### config.mk
export PLATFORM = sky130hd
export DESIGN_NAME = snake_move_controller
export DESIGN_NICKNAME = d
export VERILOG_FILES = /design/src/rtl/snake_move_controller.sv
export SDC_FILE = /design/constraint.sdc
export NUM_CORES = 2
export LEC_CHECK = 0
export CAP_MARGIN = 25
export CORE_AREA = 2 2 220 266
export CTS_CLUSTER_DIAMETER = 80
export DETAILED_ROUTE_END_ITERATION = 10
export DIE_AREA = 0 0 222 268
export GPL_ROUTABILITY_DRIVEN = 0
export GPL_TIMING_DRIVEN = 0
export PLACE_DENSITY_LB_ADDON = 0.05
export REMOVE_ABC_BUFFERS = 1
export SLEW_MARGIN = 40
export SYNTH_ARGS = -nofsm -noshare
export SYNTH_HDL_FRONTEND = slang
export SYNTH_SLANG_ARGS = --single-unit
### constraint.sdc
create_clock -name iVGA_CLK -period 8.9 [get_ports iVGA_CLK]
set_input_delay 2.67 -clock iVGA_CLK [delete_from_list [all_inputs] [get_ports iVGA_CLK]]
set_output_delay 2.67 -clock iVGA_CLK [all_outputs]
set_load 0.01 [all_outputs]
### src/rtl/snake_move_controller.sv
// Snake movement controller for a 40x40 board.
// A step tick every TICK_FRAMES vertical-sync falls moves the head one cell.
// The body is stored as a 100-entry ring of 2-bit back-pointers. Before each
// move, a CHECK phase walks the body one segment per cycle to look for a
// self-collision. COMMIT then applies the move in a single cycle.
module snake_move_controller #(
  parameter int TICK_FRAMES = 8,
  parameter int MAX_LEN     = 49,
  parameter int APPLE_POS   = 425
) (
  input  logic         iVGA_CLK,
  input  logic         iRST_n,
  input  logic         iVS,
  input  logic         up,
  input  logic         down,
  input  logic         left,
  input  logic         right,
  input  logic         start,
  output logic [31:0]  stage,
  output logic [31:0]  head_pos,
  output logic [31:0]  head_idx,
  output logic [31:0]  length,
  output logic [199:0] dir_buf,
  output logic [31:0]  score
);

  typedef enum logic [2:0] {S_IDLE, S_PLAY, S_CHECK, S_COMMIT, S_OVER} state_e;

  // Direction codes: 00 up (-40), 01 right (+1), 10 down (+40), 11 left (-1).
  localparam logic [1:0]  DIR_UP    = 2'b00;
  localparam logic [1:0]  DIR_RIGHT = 2'b01;
  localparam logic [1:0]  DIR_DOWN  = 2'b10;
  localparam logic [1:0]  DIR_LEFT  = 2'b11;
  localparam logic [31:0] HEAD_INIT = 32'd820;
  localparam logic [5:0]  ROW_INIT  = 6'd20;
  localparam logic [5:0]  COL_INIT  = 6'd20;
  localparam logic [31:0] LEN_INIT  = 32'd3;

  state_e        state_q, state_d;
  logic [31:0]   stage_q, stage_d;
  logic [31:0]   head_pos_q, head_pos_d;
  logic [5:0]    head_row_q, head_row_d;
  logic [5:0]    head_col_q, head_col_d;
  logic [6:0]    head_idx_q, head_idx_d;
  logic [31:0]   length_q, length_d;
  logic [31:0]   score_q, score_d;
  logic [199:0]  dir_buf_q, dir_buf_d;
  logic [1:0]    heading_q, heading_d;
  logic [1:0]    pending_q, pending_d;
  logic [31:0]   frame_cnt_q, frame_cnt_d;
  logic          vs_q, vs_d;
  logic [31:0]   next_pos_q, next_pos_d;
  logic [5:0]    next_row_q, next_row_d;
  logic [5:0]    next_col_q, next_col_d;
  logic [31:0]   walk_pos_q, walk_pos_d;
  logic [6:0]    walk_idx_q, walk_idx_d;
  logic [31:0]   walk_cnt_q, walk_cnt_d;

  logic          frame_fall;
  logic          req_valid;
  logic [1:0]    req_dir;
  logic [1:0]    pending_sel;
  logic          wall_hit;
  logic [5:0]    step_row;
  logic [5:0]    step_col;
  logic [1:0]    walk_dir;
  logic [31:0]   seg_pos;
  logic [6:0]    commit_idx;

  // Move a cell index one step in the given direction (no wall handling).
  function automatic logic [31:0] step_pos(input logic [31:0] pos, input logic [1:0] d);
    logic [31:0] r;
    case (d)
      DIR_UP:    r = pos - 32'd40;
      DIR_RIGHT: r = pos + 32'd1;
      DIR_DOWN:  r = pos + 32'd40;
      default:   r = pos - 32'd1;
    endcase
    return r;
  endfunction

  assign frame_fall = vs_q & ~iVS;
  assign walk_dir   = dir_buf_q[{walk_idx_q, 1'b0} +: 2];
  assign seg_pos    = step_pos(walk_pos_q, walk_dir);
  assign commit_idx = (head_idx_q == 7'd0) ? 7'd99 : head_idx_q - 7'd1;

  // Button priority decode, reversal filter, and wall / next-cell lookahead.
  // NOTE: every always_comb output gets a default first so no latch is inferred.
  always_comb begin
    req_valid = 1'b1;
    req_dir   = DIR_RIGHT;
    if (up)         req_dir = DIR_UP;
    else if (down)  req_dir = DIR_DOWN;
    else if (left)  req_dir = DIR_LEFT;
    else if (right) req_dir = DIR_RIGHT;
    else            req_valid = 1'b0;

    pending_sel = (req_valid && (req_dir != (heading_q ^ 2'b10))) ? req_dir : pending_q;

    step_row = head_row_q;
    step_col = head_col_q;
    wall_hit = 1'b0;
    case (pending_sel)
      DIR_UP:    begin wall_hit = (head_row_q == 6'd0);  step_row = head_row_q - 6'd1; end
      DIR_RIGHT: begin wall_hit = (head_col_q == 6'd39); step_col = head_col_q + 6'd1; end
      DIR_DOWN:  begin wall_hit = (head_row_q == 6'd39); step_row = head_row_q + 6'd1; end
      default:   begin wall_hit = (head_col_q == 6'd0);  step_col = head_col_q - 6'd1; end
    endcase
  end

  // Next-state logic for the FSM, the body ring, and all registered outputs.
  always_comb begin
    state_d     = state_q;
    head_pos_d  = head_pos_q;
    head_row_d  = head_row_q;
    head_col_d  = head_col_q;
    head_idx_d  = head_idx_q;
    length_d    = length_q;
    score_d     = score_q;
    dir_buf_d   = dir_buf_q;
    heading_d   = heading_q;
    pending_d   = pending_q;
    frame_cnt_d = frame_cnt_q;
    vs_d        = iVS;
    next_pos_d  = next_pos_q;
    next_row_d  = next_row_q;
    next_col_d  = next_col_q;
    walk_pos_d  = walk_pos_q;
    walk_idx_d  = walk_idx_q;
    walk_cnt_d  = walk_cnt_q;

    case (state_q)
      S_IDLE, S_OVER: begin
        if (start) begin
          head_pos_d  = HEAD_INIT;
          head_row_d  = ROW_INIT;
          head_col_d  = COL_INIT;
          head_idx_d  = 7'd0;
          length_d    = LEN_INIT;
          score_d     = 32'd0;
          dir_buf_d   = '1;
          heading_d   = DIR_RIGHT;
          pending_d   = DIR_RIGHT;
          frame_cnt_d = 32'd0;
          state_d     = S_PLAY;
        end
      end
      S_PLAY: begin
        pending_d = pending_sel;
        if (frame_fall) begin
          if (frame_cnt_q == 32'(TICK_FRAMES - 1)) begin
            frame_cnt_d = 32'd0;
            if (wall_hit) begin
              state_d = S_OVER;
            end else begin
              next_pos_d = step_pos(head_pos_q, pending_sel);
              next_row_d = step_row;
              next_col_d = step_col;
              walk_pos_d = head_pos_q;
              walk_idx_d = head_idx_q;
              walk_cnt_d = 32'd1;
              state_d    = S_CHECK;
            end
          end else begin
            frame_cnt_d = frame_cnt_q + 32'd1;
          end
        end
      end
      S_CHECK: begin
        if (seg_pos == next_pos_q) begin
          state_d = S_OVER;
        end else if (walk_cnt_q >= length_q) begin
          state_d = S_COMMIT;
        end else begin
          walk_pos_d = seg_pos;
          walk_idx_d = (walk_idx_q == 7'd99) ? 7'd0 : walk_idx_q + 7'd1;
          walk_cnt_d = walk_cnt_q + 32'd1;
        end
      end
      S_COMMIT: begin
        head_idx_d = commit_idx;
        dir_buf_d[{commit_idx, 1'b0} +: 2] = pending_q ^ 2'b10;
        head_pos_d = next_pos_q;
        head_row_d = next_row_q;
        head_col_d = next_col_q;
        heading_d  = pending_q;
        if (next_pos_q == 32'(APPLE_POS)) begin
          if (length_q < 32'(MAX_LEN)) length_d = length_q + 32'd1;
          score_d = score_q + 32'd1;
        end
        state_d = S_PLAY;
      end
      default: state_d = S_IDLE;
    endcase

    case (state_d)
      S_IDLE:  stage_d = 32'd0;
      S_OVER:  stage_d = 32'd3;
      default: stage_d = 32'd2;
    endcase
  end

  // State registers; reset aborts any in-flight CHECK/COMMIT cleanly.
  // NOTE: sequential state uses non-blocking assignments only.
  // NOTE: the direction ring is reset as a whole because the initial body is encoded in it.
  always_ff @(posedge iVGA_CLK or negedge iRST_n) begin
    if (!iRST_n) begin
      state_q     <= S_IDLE;
      stage_q     <= 32'd0;
      head_pos_q  <= HEAD_INIT;
      head_row_q  <= ROW_INIT;
      head_col_q  <= COL_INIT;
      head_idx_q  <= 7'd0;
      length_q    <= LEN_INIT;
      score_q     <= 32'd0;
      dir_buf_q   <= '1;
      heading_q   <= DIR_RIGHT;
      pending_q   <= DIR_RIGHT;
      frame_cnt_q <= 32'd0;
      vs_q        <= 1'b1;
      next_pos_q  <= 32'd0;
      next_row_q  <= 6'd0;
      next_col_q  <= 6'd0;
      walk_pos_q  <= 32'd0;
      walk_idx_q  <= 7'd0;
      walk_cnt_q  <= 32'd0;
    end else begin
      state_q     <= state_d;
      stage_q     <= stage_d;
      head_pos_q  <= head_pos_d;
      head_row_q  <= head_row_d;
      head_col_q  <= head_col_d;
      head_idx_q  <= head_idx_d;
      length_q    <= length_d;
      score_q     <= score_d;
      dir_buf_q   <= dir_buf_d;
      heading_q   <= heading_d;
      pending_q   <= pending_d;
      frame_cnt_q <= frame_cnt_d;
      vs_q        <= vs_d;
      next_pos_q  <= next_pos_d;
      next_row_q  <= next_row_d;
      next_col_q  <= next_col_d;
      walk_pos_q  <= walk_pos_d;
      walk_idx_q  <= walk_idx_d;
      walk_cnt_q  <= walk_cnt_d;
    end
  end

  assign stage    = stage_q;
  assign head_pos = head_pos_q;
  assign head_idx = {25'd0, head_idx_q};
  assign length   = length_q;
  assign dir_buf  = dir_buf_q;
  assign score    = score_q;

endmodule

# ---- Word-level counts from Yosys, hierarchy flattened
# Index checks and enable logic that the tools add are counted.
dict set report totals {
  reg_bits 502
  latch_bits 0
  mem_bits_rw 0
  rom_bits 0
  inputBits 8
  out_inout_bits 360
  word_cells 156
  n_memories 0
}
dict set report op_classes {
  n_addsub 19
  mul 0
  div_mod_pow 0
  magnitude_cmp 2
  n_eq_ne 24
  n_shift 3
  mux 64
  n_bitwise 5
  n_reduce_logical 20
}
# op count
set ops {}
lappend ops {{32-bit two-way mux} 18}
lappend ops {{200-bit one-hot mux with 2 select lines} 1}
lappend ops {{32-bit one-hot mux with 2 select lines} 6}
lappend ops {{200-bit bitwise mux} 1}
lappend ops {{200-bit two-way mux} 1}
lappend ops {{2-bit by 10-bit variable shift with 200-bit output, first input constant} 1}
lappend ops {{2-bit by 10-bit variable part select with 200-bit output} 1}
lappend ops {{200-bit by 9-bit variable part select with 2-bit output} 1}
lappend ops {{32-bit by 1-bit adder with 32-bit output, second input constant} 6}
lappend ops {{32-bit one-hot mux with 3 select lines} 2}
lappend ops {{32-bit by 6-bit adder with 32-bit output, second input constant} 2}
lappend ops {{32-bit by 1-bit subtractor with 32-bit output, second input constant} 2}
lappend ops {{32-bit by 6-bit subtractor with 32-bit output, second input constant} 2}
lappend ops {{7-bit two-way mux} 8}
lappend ops {{6-bit one-hot mux with 2 select lines} 4}
lappend ops {{32-bit by 3-bit equality test with 1-bit output, second input constant} 1}
lappend ops {{32-bit equality test} 1}
lappend ops {{32-bit by 9-bit equality test with 1-bit output, second input constant} 1}
lappend ops {{32-bit >= comparator} 1}
lappend ops {{32-bit by 6-bit < comparator with 1-bit output, second input constant} 1}
lappend ops {{7-bit one-hot mux with 2 select lines} 2}
lappend ops {{3-bit two-way mux} 6}
lappend ops {{2-bit != test, second input constant} 8}
lappend ops {{6-bit by 1-bit adder with 6-bit output, second input constant} 2}
lappend ops {{other kinds (31)} 58}

# ---- Depth between registers and ports, before layout
dict set report depth {
  ltp_word 14
  ltp_mapped 31
  ltp_nobuf 25
}

# ---- Worst setup path before layout
# Ideal clock, no wire load.
dict set report synth_path {
  path_type {register -> register}
  start {register walk_idx_q[0]}
  end {register walk_idx_q[0]}
  setup_time_ns 0.125
  arrival_time_ns 7.915
  required_time_ns 8.775
  slack_ns 0.860
  stages_incl_launch_ff 26
  n_path_buf 5
  synth_period_minus_slack_ns 8.040
  cell_sequence {dfrtp_1 > buf_6 > buf_4 > buf_1 > mux4_2 > mux4_2 > o22ai_1 > a31oi_1 > o21ai_0 > nand2_1 > fa_1 > a21oi_1 > o221ai_1 > a2111oi_4 > nor3_1 > or2_2 > xnor3_1 > o31a_1 > a2111oi_0 > nand4_1 > or4_4 > or2_1 > buf_6 > o21ai_4 > buf_12 > mux2_4}
}
dict set report synth_between {
  elab_chain_len 6
  word_cells_on_any_way 14
  cone_classes {add/sub (1); eq/ne (5); shift (1); mux (5); reduce/logical (2)}
}
# element line_no
set synth_rtl {}
lappend synth_rtl {{start, declared} 56} ;# logic [6:0] walk_idx_q, walk_idx_d;
lappend synth_rtl {{start signal, assigned} 245} ;# walk_idx_q <= walk_idx_d;
lappend synth_rtl {{200-bit by 9-bit variable part select with 2-bit output} 83} ;# assign walk_dir = dir_buf_q[{walk_idx_q, 1'b0} +: 2];
lappend synth_rtl {{2-bit equality test (tied with other cells)} 73} ;# case (d)
lappend synth_rtl {{32-bit one-hot mux with 3 select lines} 73}
lappend synth_rtl {{32-bit equality test} 170} ;# if (seg_pos == next_pos_q) begin
lappend synth_rtl {{2-bit != test (no source line)} n/a}
lappend synth_rtl {{6-bit AND reduction (no source line)} n/a}
# Parallel ways exist; a longest one is shown, timed or not. The select of a mux whose other input is x is not followed.
# A chain may end at the register's enable or synchronous reset.

# ---- Final worst setup path
dict set report layout_path {
  start {register walk_idx_q[3]}
  end {register walk_pos_q[13]}
}
dict set report layout_between {
  elab_chain_len 6
  word_cells_on_any_way 11
  cone_classes {eq/ne (4); shift (1); mux (4); reduce/logical (2)}
}
# element line_no
set layout_rtl {}
lappend layout_rtl {{200-bit by 9-bit variable part select with 2-bit output (*)} 83}
lappend layout_rtl {{2-bit equality test (tied with other cells)} 73}
lappend layout_rtl {{32-bit one-hot mux with 3 select lines (*)} 73}
lappend layout_rtl {{32-bit equality test or 32-bit two-way mux (tied branches)} {170, 172}}
lappend layout_rtl {{2-bit != test (no source line) or 32-bit two-way mux (tied branches)} n/a}
lappend layout_rtl {{6-bit AND reduction (no source line) or 32-bit one-hot mux with 2 select lines (tied branches)} n/a}
lappend layout_rtl {{end signal, assigned} 244} ;# walk_pos_q <= walk_pos_d;
lappend layout_rtl {{end, declared} 55} ;# logic [31:0] walk_pos_q, walk_pos_d;
# Mark *: on every way between the ends. The rest lies on a longest branch, timed or not. The select of a mux whose other input is x is not followed.

==> results.sh <==
export IMPL_yosys_most_used_dff="dfrtp_1"
export IMPL_cts_num_sinks=472
export IMPL_period_share_pct=97.4
export IMPL_cp_required_ps=9390
export IMPL_final_max_slew_viol_count=0
export IMPL_path_class="reg -> reg"
export IMPL_peakVddDrop_mv=0.279
export IMPL_drc_errors=0
export IMPL_cts_setup_buffers=0
export IMPL_antenna_found_initial=1
export IMPL_fin_cells=4610
export IMPL_tightest_slew_ps=920
export IMPL_dieWidth_um=222
export IMPL_ant_nets=0
export IMPL_netlist_instances=3610
export IMPL_synthTopCellsByCount="365 x nor2_1, 348 x nand2_1, 266 x a21oi_1, 258 x dfrtp_1, 252 x o21ai_0"
export IMPL_met3_usage_pct=8.83
export IMPL_reg2regPathDepth=22
export IMPL_rsz0062_at_grt="no"
export IMPL_grt_usage_pct=36.9
export IMPL_dieArea_um2=59500
export IMPL_grt_met2_usage_pct=61.4
export IMPL_drtIter0Drc=2666
export IMPL_finalPower_mw=12.7
export IMPL_synth_edf_count=0
export IMPL_grt_max_degree=81
export IMPL_synth_area_per_cell_um2=9.05
export IMPL_yosys_cell_types_count=99
export IMPL_grt_busiest_layer="met2"
export IMPL_slowest_stage="dfrtp_1"
export IMPL_routedWlPerCell_um=24.3
export IMPL_die_h_um=268
export IMPL_cp_start_kind="flop"
export IMPL_grt_pass1_wl_um=172000
export IMPL_final_setup_viol_count=0
export IMPL_yosys_warnings=0
export IMPL_clkSlewWorstSetupHoldPaths_ps=60
export IMPL_core_area_um2=56800
export IMPL_grt_use_met1_pct=43.5
export IMPL_max_cap_violations=0
export IMPL_grt_pass1_vias=30000
export IMPL_ys_seq_area_share_pct=37.0
export IMPL_p_leak_nw=15.8
export IMPL_via_per_inst=6.59
export IMPL_synth_seq_cells=472
export IMPL_synthArstFlopShare_pct=100
export IMPL_grt_ovfl_total=0
export IMPL_start_util_pct=57.5
export IMPL_hpwl_um=83500
export IMPL_cp_cell_sequence="nor2b_1, a22o_1, a221oi_1, o311ai_2, and3_4, buf_12, or2_4, ha_1, a211o_1, a311o_1, and3_4, or4b_4, a41o_1, xnor2_1, nand4_1, a2111o_1, or4_4, or2_4, o21ai_4, buf_16, buf_8, mux2_4"
export IMPL_fmaxAchievable_mhz=115
export IMPL_arrival_ps=9160
export IMPL_yosysTopAreaCellShare_pct=19.8
export IMPL_hold_path_depth=2
export IMPL_final_nets=4018
export IMPL_row_count=96
export IMPL_end_kind="flop"
export IMPL_crit_fanout=35
export IMPL_power_density_nw_per_um2=331
export IMPL_worstSkewPairLatency_ps=630
export IMPL_io_buffers=312
export IMPL_drive_above_1_share_pct=14.9
export IMPL_cts_tree="built"
export IMPL_cts_htree_levels=2
export IMPL_synth_area_leader_cell="dfrtp_1"
export IMPL_yosysMostFrequentCell="nor2_1"
export IMPL_dp_cells=4517
export IMPL_cts_buffers=50
export IMPL_first_pass_iters=7
export IMPL_fin_skew_ps=33.5
export IMPL_io_pins=368
export IMPL_netlist_area_um2=32700
export IMPL_synthTopCellsByArea="dfrtp_1 20%, dfstp_2 17%, ha_1 6.5%"
export IMPL_status="complete, no violations"
export IMPL_wirelength_um=112000
export IMPL_hp_class="reg -> reg"
export IMPL_num_vias=30400
export IMPL_synthToLayoutAreaGrowth_pct=17.8
export IMPL_cts_root_buffer="clkbuf_16"
export IMPL_clock_path_buffers=3
export IMPL_slew_headroom_pct=38.0
export IMPL_finalCriticalPeriod_ps=8670
export IMPL_max_stage_delay_ps=700
export IMPL_hold_viol=0
==> cell usage in the layout, fill, tap and decap left out, types with 16 or more instances in the layout <==
master	Yosys	final
dfrtp_1	258	255
and2_1	34	34
clkbuf_16	0	50
ha_1	169	167
a21o_1	62	62
nor3_1	107	96
conb_1	1	55
nand2_1	348	342
mux2_4	27	27
dfstp_2	214	214
mux2_2	64	64
a31oi_1	60	60
a211oi_1	18	17
clkdlybuf4s50_1	0	311
nand3_1	145	145
o21bai_1	20	20
mux4_2	55	55
o31ai_1	28	25
xnor2_1	106	104
nand2b_1	20	20
a22o_1	34	34
o21ai_0	252	248
nor2_1	365	361
o211ai_1	16	16
and3_1	55	53
a21oi_1	266	266
o21a_1	21	21
mux2i_1	18	18
or3_1	32	29
nor4_1	36	29
o311ai_0	42	41
inv_1	106	103
nor2b_1	21	21
xor2_1	92	90
nand4_1	43	43
==> final cells by class <==
| type | instances | area (um2) |
|---|---|---|
| tap | 735 | 920 |
| antenna | 1 | 2.50 |
| clock buffer | 75 | 1470 |
| multi-input combinational | 2848 | 19500 |
| timing repair buffer | 356 | 3840 |
| inverter | 107 | 412 |
| fill | 4542 | 18300 |
| sequential | 472 | 12100 |
| clock inverter | 16 | 269 |
==> metal layers <==
layer | wire length [um] | vias to the layer above
met1 | 41400 | 15000
met2 | 53100 | 1475
met5 | 0 | -
met3 | 9670 | 391
met4 | 7820 | 0
li1 | - | 13600
==> flip-flops by register name, indices dropped and copies added (netlist names), 7 cells and up <==
name / flops
dir_buf: 200
frame_cnt_q: 32
head_pos: 32
length: 32
next_pos_q: 32
score: 32
walk_cnt_q: 32
walk_pos_q: 32
head_idx_q: 7
walk_idx_q: 7
==> power breakdown <==
group | total (mW) | switching (mW) | internal, mW
Combinational | 7.42 | 4.49 | 2.93
Clock | 2.23 | 0.921 | 1.31
Sequential | 3.08 | 0.535 | 2.55
Total | 12.7 | 5.95 | 6.79
==> critical path: cells and delay by family (launching register included) <==
kind                     cells  cell delay, ps
buffers and inverters        3             650
multiplexers                 1             310
AND/OR/NAND/NOR              8            3440
XOR/XNOR                     1             250
adder cells (fa/ha/maj)      1             390
AO/OA/AOI/OAI                8            2730
flip-flops                   1             700
==> worst paths after layout <==
| path | from | to | slack (ps) |
|---|---|---|---|
| worst max-delay path | walk_idx_q[3] | walk_pos_q[13] | 230 |
| worst min-delay path | next_col_q[3] | next_col_q[3] | 490 |
| worst max register to register | walk_idx_q[3] | walk_pos_q[13] | 230 |
| worst min register to register | next_col_q[3] | next_col_q[3] | 490 |
| max in group asynchronous | iRST_n | head_pos[9] | 5830 |
| min in group asynchronous | iRST_n | score[26] | 1970 |
==> metrics by stage <==
stage | hold WS (ps) | instance area (um2) | setup WS, ps | TNS (ps) | util, %
global placement | 463 | 35700 | -15030 | -6618890 | 62.9
detailed placement | 476 | 36700 | -784 | -11930 | 64.6
global route | 519 | 38500 | 78.2 | 0 | 67.8
floorplan | 450 | 31700 | -1500 | -94710 | -
CTS | 490 | 38400 | 21.0 | 0 | 67.6
finish | 488 | 38500 | 229 | 0 | 67.8
==> cells by family after synthesis <==
logic type      Yosys count  synth area share, %
compound gates          983                 19.4
xor+xnor                208                 6.00
fa+ha+maj               175                 6.84
buf+inv                 345                 4.95
flops                   472                 37.0
mux                     164                 7.79
other cells               1               0.0115
simple gates           1262                 18.0
==> timing repair <==
action / CTS / global route
gates resized for setup: 4 / 11
gates cloned: 0 / 1
pin swaps: 0 / 2
hold buffers: 0 / 0
endpoints found under the setup margin: 34 / 41
endpoints found under the hold margin: 0 / 0
No activity file was read; power rests on OpenSTA's default activity.
